File: src/rtl/cipher_pkg.sv
// Shared types and constants for the streaming cipher engine.
package cipher_pkg;

  typedef enum logic [1:0] {
    KEY_EMPTY = 2'd0,
    KEY_LOAD  = 2'd1,
    ARMED     = 2'd2,
    RUN       = 2'd3
  } state_t;

  localparam logic MODE_ENC = 1'b0;
  localparam logic MODE_DEC = 1'b1;

endpackage

File: src/rtl/cipher_key_store.sv
// SEC_LEN x DATA_W key register file: serial write port with fill
// counter and full flag, one combinational read port.
module cipher_key_store
  import cipher_pkg::*;
#(
  parameter int DATA_W  = 8,
  parameter int SEC_LEN = 3,
  parameter int IDX_W   = (SEC_LEN > 1) ? $clog2(SEC_LEN) : 1
) (
  input  logic              clk,
  input  logic              rst_n,
  input  logic              i_we,
  input  logic              i_restart,
  input  logic [DATA_W-1:0] i_data,
  input  logic [IDX_W-1:0]  i_rd_idx,
  output logic [DATA_W-1:0] o_rd_data,
  output logic              o_full,
  output logic              o_fill_done
);

  localparam int CW = $clog2(SEC_LEN + 1);

  logic [DATA_W-1:0] r_key [SEC_LEN];
  logic [CW-1:0]     r_wr_cnt;
  logic              r_full;
  logic [CW-1:0]     w_wr_idx;
  logic [CW-1:0]     w_cnt_nxt;

  // A restart (first symbol of a fresh or replacement key) writes slot 0.
  always_comb begin
    w_wr_idx    = i_restart ? '0 : r_wr_cnt;
    w_cnt_nxt   = w_wr_idx + CW'(1);
    o_fill_done = i_we && (w_cnt_nxt == CW'(SEC_LEN));
  end

  // Key storage, fill counter and full flag.
  always_ff @(posedge clk or negedge rst_n) begin
    if (!rst_n) begin
      for (int unsigned i = 0; i < SEC_LEN; i++) r_key[i] <= '0;
      r_wr_cnt <= '0;
      r_full   <= 1'b0;
    end else if (i_we) begin
      r_key[w_wr_idx] <= i_data;
      r_wr_cnt        <= w_cnt_nxt;
      r_full          <= (w_cnt_nxt == CW'(SEC_LEN));
    end
  end

  assign o_rd_data = r_key[i_rd_idx];
  assign o_full    = r_full;

endmodule

File: src/rtl/stream_cipher_engine.sv
// Streaming byte cipher: serial key load, valid/ready in and out,
// one cycle latency. Optional chained mode via `CIPHER_CHAIN_EN.
module stream_cipher_engine
  import cipher_pkg::*;
#(
  parameter int DATA_W  = 8,
  parameter int SEC_LEN = 3
) (
  input  logic              clk,
  input  logic              rst_n,
  input  logic              key_we,
  input  logic [DATA_W-1:0] key_data,
  output logic              key_ok,
  input  logic              mode,
  input  logic              s_valid,
  output logic              s_ready,
  input  logic [DATA_W-1:0] s_data,
  input  logic              s_last,
  output logic              m_valid,
  input  logic              m_ready,
  output logic [DATA_W-1:0] m_data,
  output logic              m_last,
  output logic              busy,
  output logic              err
);

  localparam int IDX_W = (SEC_LEN > 1) ? $clog2(SEC_LEN) : 1;

  state_t            r_state;
  state_t            w_next;
  logic [IDX_W-1:0]  r_k_idx;
  logic [IDX_W-1:0]  w_k_adv;
  logic              r_mode;
  logic              w_mode;
  logic              r_m_valid;
  logic [DATA_W-1:0] r_m_data;
  logic              r_m_last;
  logic              r_err;
  logic              w_s_ready;
  logic              w_acc;
  logic              w_key_wr;
  logic              w_key_restart;
  logic              w_key_full;
  logic              w_fill_done;
  logic [DATA_W-1:0] w_key_sym;
  logic [DATA_W-1:0] w_y;
  logic [DATA_W-1:0] w_c_nxt;
`ifdef CIPHER_CHAIN_EN
  logic [DATA_W-1:0] r_c_prev;
`endif

  // Key writes are locked out while a message is running.
  assign w_key_wr      = key_we && (r_state != RUN);
  assign w_key_restart = (r_state != KEY_LOAD);

  cipher_key_store #(
    .DATA_W  (DATA_W),
    .SEC_LEN (SEC_LEN),
    .IDX_W   (IDX_W)
  ) u_key (
    .clk         (clk),
    .rst_n       (rst_n),
    .i_we        (w_key_wr),
    .i_restart   (w_key_restart),
    .i_data      (key_data),
    .i_rd_idx    (r_k_idx),
    .o_rd_data   (w_key_sym),
    .o_full      (w_key_full),
    .o_fill_done (w_fill_done)
  );

  assign w_s_ready = w_key_full && (!r_m_valid || m_ready);
  assign w_acc     = s_valid && w_s_ready;

  // Per-symbol transform; mode comes from the port on the first byte.
  always_comb begin
    w_mode  = (r_state == RUN) ? r_mode : mode;
    w_k_adv = (r_k_idx == IDX_W'(SEC_LEN - 1)) ? '0 : r_k_idx + IDX_W'(1);
`ifdef CIPHER_CHAIN_EN
    if (w_mode == MODE_ENC) begin
      w_y     = s_data + w_key_sym + r_c_prev;
      w_c_nxt = w_y;
    end else begin
      w_y     = s_data - w_key_sym - r_c_prev;
      w_c_nxt = s_data;
    end
`else
    w_c_nxt = '0;
    if (w_mode == MODE_ENC) w_y = s_data + w_key_sym;
    else                    w_y = s_data - w_key_sym;
`endif
  end

  // Next-state logic; a rekey in ARMED takes priority over starting a message.
  always_comb begin
    w_next = r_state;
    unique case (r_state)
      KEY_EMPTY: if (key_we) w_next = (SEC_LEN == 1) ? ARMED : KEY_LOAD;
      KEY_LOAD:  if (w_fill_done) w_next = ARMED;
      ARMED: begin
        if (key_we)                w_next = (SEC_LEN == 1) ? ARMED : KEY_LOAD;
        else if (w_acc && !s_last) w_next = RUN;
      end
      RUN:       if (w_acc && s_last) w_next = ARMED;
      default:   w_next = KEY_EMPTY;
    endcase
  end

  // State register and sticky key-write-during-message error.
  always_ff @(posedge clk or negedge rst_n) begin
    if (!rst_n) begin
      r_state <= KEY_EMPTY;
      r_err   <= 1'b0;
    end else begin
      r_state <= w_next;
      if (key_we && (r_state == RUN)) r_err <= 1'b1;
    end
  end

  // Message context: key index, latched mode and chain value; cleared
  // whenever the accepted byte leaves the FSM outside RUN.
  always_ff @(posedge clk or negedge rst_n) begin
    if (!rst_n) begin
      r_k_idx <= '0;
      r_mode  <= MODE_ENC;
`ifdef CIPHER_CHAIN_EN
      r_c_prev <= '0;
`endif
    end else if (w_acc) begin
      if (r_state == ARMED) r_mode <= mode;
      r_k_idx <= (w_next == RUN) ? w_k_adv : '0;
`ifdef CIPHER_CHAIN_EN
      r_c_prev <= (w_next == RUN) ? w_c_nxt : '0;
`endif
    end
  end

  // Output register: load on accept, otherwise drain on m_ready.
  always_ff @(posedge clk or negedge rst_n) begin
    if (!rst_n) begin
      r_m_valid <= 1'b0;
      r_m_data  <= '0;
      r_m_last  <= 1'b0;
    end else if (w_acc) begin
      r_m_valid <= 1'b1;
      r_m_data  <= w_y;
      r_m_last  <= s_last;
    end else if (m_ready) begin
      r_m_valid <= 1'b0;
    end
  end

  assign key_ok  = w_key_full;
  assign s_ready = w_s_ready;
  assign m_valid = r_m_valid;
  assign m_data  = r_m_data;
  assign m_last  = r_m_last;
  assign busy    = (r_state == RUN);
  assign err     = r_err;

endmodule

File: config.mk
export PLATFORM = sky130hd
export DESIGN_NAME = stream_cipher_engine
export DESIGN_NICKNAME = d
export VERILOG_FILES = /design/src/rtl/cipher_pkg.sv /design/src/rtl/cipher_key_store.sv /design/src/rtl/stream_cipher_engine.sv
export SDC_FILE = /design/constraint.sdc
export NUM_CORES = 1
export LEC_CHECK = 0
export ABC_CLOCK_PERIOD_IN_PS = 3100
export BUFFER_PORTS_ARGS = -buffer_cell sky130_fd_sc_hd__buf_2
export CAP_MARGIN = 20
export CORE_MARGIN = 5
export CORE_UTILIZATION = 45
export DETAILED_ROUTE_END_ITERATION = 8
export GPL_TIMING_DRIVEN = 1
export HOLD_SLACK_MARGIN = 0.08
export PLACE_DENSITY = 0.68
export SETUP_SLACK_MARGIN = 0.15
export SLEW_MARGIN = 5
export SYNTH_ARGS = -nofsm -noshare
export SYNTH_HDL_FRONTEND = slang
export SYNTH_SLANG_ARGS = --single-unit
File: constraint.sdc
create_clock -name clk -period 3.1 [get_ports clk]
set_input_delay 0.31 -clock clk [delete_from_list [all_inputs] [get_ports clk]]
set_output_delay 0.31 -clock clk [all_outputs]
set_load 0.01 [all_outputs]
Word-level counts from Yosys, hierarchy flattened
Index checks and enable logic that the tools add are counted.
{ "word_totals": {"register_bits": 43, "output_inout_bits": 14} }
{ "op_classes": {"eq_ne": 8, "addsub": 4, "n_reduce_logical": 14, "order_cmp": 3, "muxes": 19, "n_bitwise": 2} }
{ "op_table": {"columns": ["cell", "n"], "rows": [
  ["8-bit 2-to-1 mux", 4],
  ["24-bit bitwise mux", 1],
  ["8-bit binary-select mux with 2-bit select", 1],
  ["8-bit demux with 2-bit select", 1],
  ["2-bit 2-to-1 mux", 8],
  ["2-bit equality test (second input constant)", 5],
  ["8-bit adder", 1],
  ["1-bit logical AND", 8],
  ["2-bit case mux with 4 select lines", 1],
  ["8-bit subtractor", 1],
  ["3-bit >= comparator (second input constant)", 2],
  ["2-bit NOT with 3-bit output", 2],
  ["2-bit by 1-bit adder with 2-bit output (second input constant)", 2],
  ["3-bit by 1-bit less-than comparator with 1-bit output (second input constant)", 1],
  ["1-bit 2-to-1 mux", 3],
  ["2-bit by 1-bit equality test with 1-bit output (second input constant)", 1],
  ["1-bit logical NOT", 2],
  ["2-bit logical NOT", 1],
  ["2-bit by 1-bit != test with 1-bit output (second input constant)", 1],
  ["2-bit != test (second input constant)", 1],
  ["2-bit AND reduction", 1],
  ["2-bit nonzero test", 1],
  ["1-bit logical OR", 1]
]} }

Depth between registers and ports, before layout
{ "depth": {"ltp_word": 10, "mapped_depth": 14} }

Modules after synthesis
A second synthesis with hierarchy kept.
{ "unflattened": {"hier_cells": 229, "area_unflattened_um2": 2423.6} }
{ "modules_own_cells": {"columns": ["module", "area_each_um2", "cells_per_inst", "n_inst"], "rows": [
  ["cipher_key_store", 1272.5, 104, 1],
  ["stream_cipher_engine", 1151.1, 125, 1]
]} }

Worst setup path after synthesis
Ideal clock, no wire load.
{ "synth_path": {"kind": "flip-flop to flip-flop", "from": "register r_k_idx[1]", "to": "register r_m_data[7] (netlist: m_data[7])", "t_required_ps": 3023, "period_less_slack_ps": 2906, "path_slack_ps": 194, "t_arrival_ps": 2829, "n_path_buf": 1, "stages_incl_launch_ff": 14, "path_cell_list": "dfrtp_1 -> buf_6 -> mux2i_1 -> o2bb2ai_1 -> inv_1 -> ha_1 -> mux2i_1 -> ha_1 -> nor2b_1 -> o2111ai_1 -> nand3_1 -> o41ai_1 -> xnor3_1 -> o21ai_1"} }
{ "synth_between": {"elab_chain_len": 6} }
{ "synth_lines": {"columns": ["element", "line_no", "text"], "rows": [
  ["from (decl)", "stream_cipher_engine.sv:31", "logic [IDX_W-1:0] r_k_idx;"],
  ["from (signal assigned)", "stream_cipher_engine.sv:131", "r_k_idx <= (w_next == RUN) ? w_k_adv : '0;"],
  ["2-bit NOT with 3-bit output (not written as such) (*)", "cipher_key_store.sv:49", "assign o_rd_data = r_key[i_rd_idx];"],
  ["8-bit binary-select mux with 2-bit select (*)", "cipher_key_store.sv:49", null],
  ["8-bit 2-to-1 mux (not written as such) (*) (2 in series)", "cipher_key_store.sv:49", null],
  ["8-bit adder / 8-bit subtractor (equally long branches)", "stream_cipher_engine.sv:89, stream_cipher_engine.sv:90", null],
  ["8-bit 2-to-1 mux (*)", "stream_cipher_engine.sv:89", "if (w_mode == MODE_ENC) w_y = s_data + w_key_sym;"],
  ["to (signal assigned)", "stream_cipher_engine.sv:146", "r_m_data <= w_y;"],
  ["to (decl)", "stream_cipher_engine.sv:36", "logic [DATA_W-1:0] r_m_data;"]
]} }
Every way passes the cells marked *; elsewhere a longest branch is shown, timed or not. The select of a mux whose other input is x is not followed.
A chain may end at the register's enable or synchronous reset.

Worst setup path in the final report
{ "layout_path": {"from": "register r_k_idx[1]", "to": "register r_m_data[6] (netlist: m_data[6])"} }
Same word-level chain as after synthesis.

==> run_results.csv <==
group,metric,value,unit
run_status,outcome,"finished clean",
detailed_routing,totalWireLength,4530,um
grt,grt_antenna_before_repair,0,
power,p_sw_share,38.4,%
logic_synthesis,ys_types,38,
logic_synthesis,synth_nets,242,
timing,hold_viol_final,0,
grt,grtUsageTotal,14.2,%
worst_setup_path,cp.required,3.27,ns
clocking,clk_latency,0.30,ns
logic_synthesis,syn_area,2330,um^2
power,pwr-share-seq,30.8,%
timing,setup_ws,0.304,ns
clocking,cts_sinks,43,
power,p_total,0.00319,W
hold_path,hp-class,"input pin to register",
worst_setup_path,critPathLaunchType,"register",
die,dieWidth,82.0,um
die,fp-row-count,26,
timing,setup_viol,0,
grt,grt_first_pass_wirelength,7310,um
logic_synthesis,yosysWarnings,0,
detailed_routing,wl_per_cell,13.7,um
detailed_routing,vias,1665,
placed_design,globalplace.congestion,0.794,
logic_synthesis,synth_edf_count,0,
logic_synthesis,async_flop_share,100,%
layout,final_cell_mix,"dfrtp_1 (42), buf_2 (36), mux2_2 (27)",
layout,layout_commonest_cell,"dfrtp_1",
job,drv_cap,0,
grt,gr-total-overflow,0,
grt,grt_max_degree,44,
power,clkPwrFrac,13.8,%
worst_setup_path,worstSetupPathType,"register to register",
logic_synthesis,synth_cells,206,
detailed_routing,ant_nets,0,
clocking,cts_tree,"done",
clocking,cts-buffers-inserted,5,
detailed_routing,drc,0,
clocking,path_clk_slew,0.09,ns
timing,slew_viol_final,0,
logic_synthesis,ys_seq_area_share,46.2,%
power,power.leakage,1.37,nW
power,p_per_area,1100,nW/um^2
placed_design,hpwl,3210,um
grt,met2_usage,22.7,%
power,p_int,0.00197,W
die,initial_utilization,45.9,%
detailed_routing,dr.pass1.iters,4,
power,pwr-share-comb,55.4,%
placed_design,dp_slack,0.0366,ns
timing,finClkSkew,0.00627,ns
timing,period_minus_slack,2.80,ns
detailed_routing,drt_iter0_drc,94,
timing,grt_setup_unrepaired,"yes",
layout,layout-drive-gt1-share,41.8,%
grt,top_usage_layer,"met2",
worst_setup_path,end_kind,"register",
die,die_area,6720,um^2
timing,setup_tns,0,ns
logic_synthesis,avgSynthCellArea,11.3,um^2
timing,slew_headroom,67.6,%
die,core,5070,um^2
layout,fin_util,57.0,%
die,die_h,82.0,um
detailed_routing,vias_per_cell,5.03,
power,switching_power,0.00123,W
die,ios,37,
timing,tightest_slew,0.485,ns
clocking,clockBufferDepth,2,
timing,fmax,0.358,GHz
clocking,cts_root_buf,"clkbuf_8",
grt,first_global_vias,1598,
layout,fin_nets,296,
layout,syn2layout_area_growth,24.0,%
logic_synthesis,ys_seq_elements,43,
grt,use_met1,19.0,%
timing,period_share,90.2,%
clocking,cts_max_level,2,
grt,use_met3,3.62,%
worst_setup_path,worst-endpoint-arrival,2.97,ns
power,ir_drop,0.397,mV
logic_synthesis,yosys_most_used_dff,"dfrtp_1",
worst_setup_path,crit_path_max_fanout,5,
placed_design,io_buffers,36,
layout,n_antenna_cell,0,
==> final timing paths <==
check	startpoint	endpoint	slack, ns	cells past startpoint
worst max-delay path	r_k_idx[1]	m_data[6]	0.30	13
worst min-delay path	s_last	m_last	0.26	3
worst max register to register	r_k_idx[1]	m_data[6]	0.30	13
worst min register to register	err	err	0.46	1
max in group asynchronous	rst_n	r_k_idx[1]	2.32	3
min in group asynchronous	rst_n	err	0.35	2
==> critical path: stages, from the launching register on <==
cell,delay [ns]
dfrtp_2,0.48
mux2i_2,0.19
o2bb2ai_2,0.16
inv_1,0.06
ha_1,0.27
mux2i_1,0.09
buf_4,0.15
fa_1,0.42
a21o_1,0.19
a21oi_2,0.17
o21bai_1,0.08
a21oi_1,0.17
xor2_1,0.16
o21ai_0,0.08
==> per-stage QoR <==
| stage | area, um^2 | hold WS [ns] | std cells |
|---|---|---|---|
| after floorplan | 2330 | 0.0144 | 206 |
| after global placement | 2590 | 0.434 | 311 |
| after detailed placement | 2590 | 0.440 | 311 |
| after CTS | 2750 | 0.189 | 322 |
| after global routing | 2890 | 0.258 | 331 |
| final | 2890 | 0.257 | 331 |
==> metal layers <==
layer  up-vias  part of all wire, %
li1        829                    -
met1       796                   47
met2        35                   47
met3         5                  5.2
met4         0                 0.84
met5         -                    0
==> power by group through the flow <==
stage | Clock [W] | Combinational, W | Sequential (W)
floorplan | 0 | 0.00123 | 0.000980
global placement | 0 | 0.00156 | 0.000988
detailed placement | 0 | 0.00160 | 0.000987
CTS | 0.000453 | 0.00161 | 0.000975
global route | 0.000478 | 0.00198 | 0.00101
finish | 0.000442 | 0.00177 | 0.000983
==> state kept, by name, summed over array words and instances, names as in the netlist <==
signal	count
u_key.r_key	24
m_data	8
r_k_idx	2
r_state	2
u_key.r_wr_cnt	2
err	1
m_last	1
m_valid	1
r_mode	1
u_key.o_full	1
==> final cells by class <==
| class | count | area (um^2) |
|---|---|---|
| flip-flops and latches | 43 | 1080 |
| clock inverters | 3 | 43.8 |
| fillers | 441 | 2180 |
| multi-input cells | 149 | 1260 |
| inverters | 8 | 30.0 |
| well taps | 70 | 87.6 |
| clock buffers | 5 | 68.8 |
| repair buffers | 53 | 327 |
==> cells by family (layout without fill, tap and decap cells) <==
logic type / after synthesis / count (layout) / synth area share, %
buffers and inverters: 14 / 69 / 3.11
XOR/XNOR: 12 / 12 / 5.10
AND/OR/NAND/NOR: 53 / 53 / 11.1
AO/OA/AOI/OAI: 33 / 33 / 9.45
multiplexers: 38 / 38 / 17.8
adder cells (fa/ha/maj): 13 / 13 / 7.30
flip-flops: 43 / 43 / 46.2
==> what timing repair did <==
| action | CTS | global route |
|---|---|---|
| hold buffers | 0 | 1 |
| setup buffers | 3 | 7 |
| setup endpoints to repair | 2 | 2 |
| endpoints found under the hold margin | 0 | 38 |
| pin swaps | 2 | 3 |
| resized for setup | 5 | 15 |
==> synthesized netlist by cell type (all sizes together) (2+ instances only) <==
cell / instances / share of area (%)
dfrtp: 43 / 46
mux2: 27 / 13
nand2: 25 / 4.1
ha: 12 / 6.4
o21ai: 12 / 2.6
mux2i: 11 / 4.7
inv: 8 / 1.3
nor2: 7 / 1.1
a21oi: 6 / 1.3
o2bb2ai: 6 / 2.3
xor2: 6 / 2.3
nand3: 5 / 1.1
nor2b: 5 / 1.3
xnor2: 5 / 1.9
buf: 3 / 1.2
clkbuf: 3 / 0.64
nand2b: 3 / 0.81
a21o: 2 / 0.64
and2: 2 / 0.59
o31ai: 2 / 0.86
or3: 2 / 0.97
Note: power is estimated with default switching activity, not from simulation.
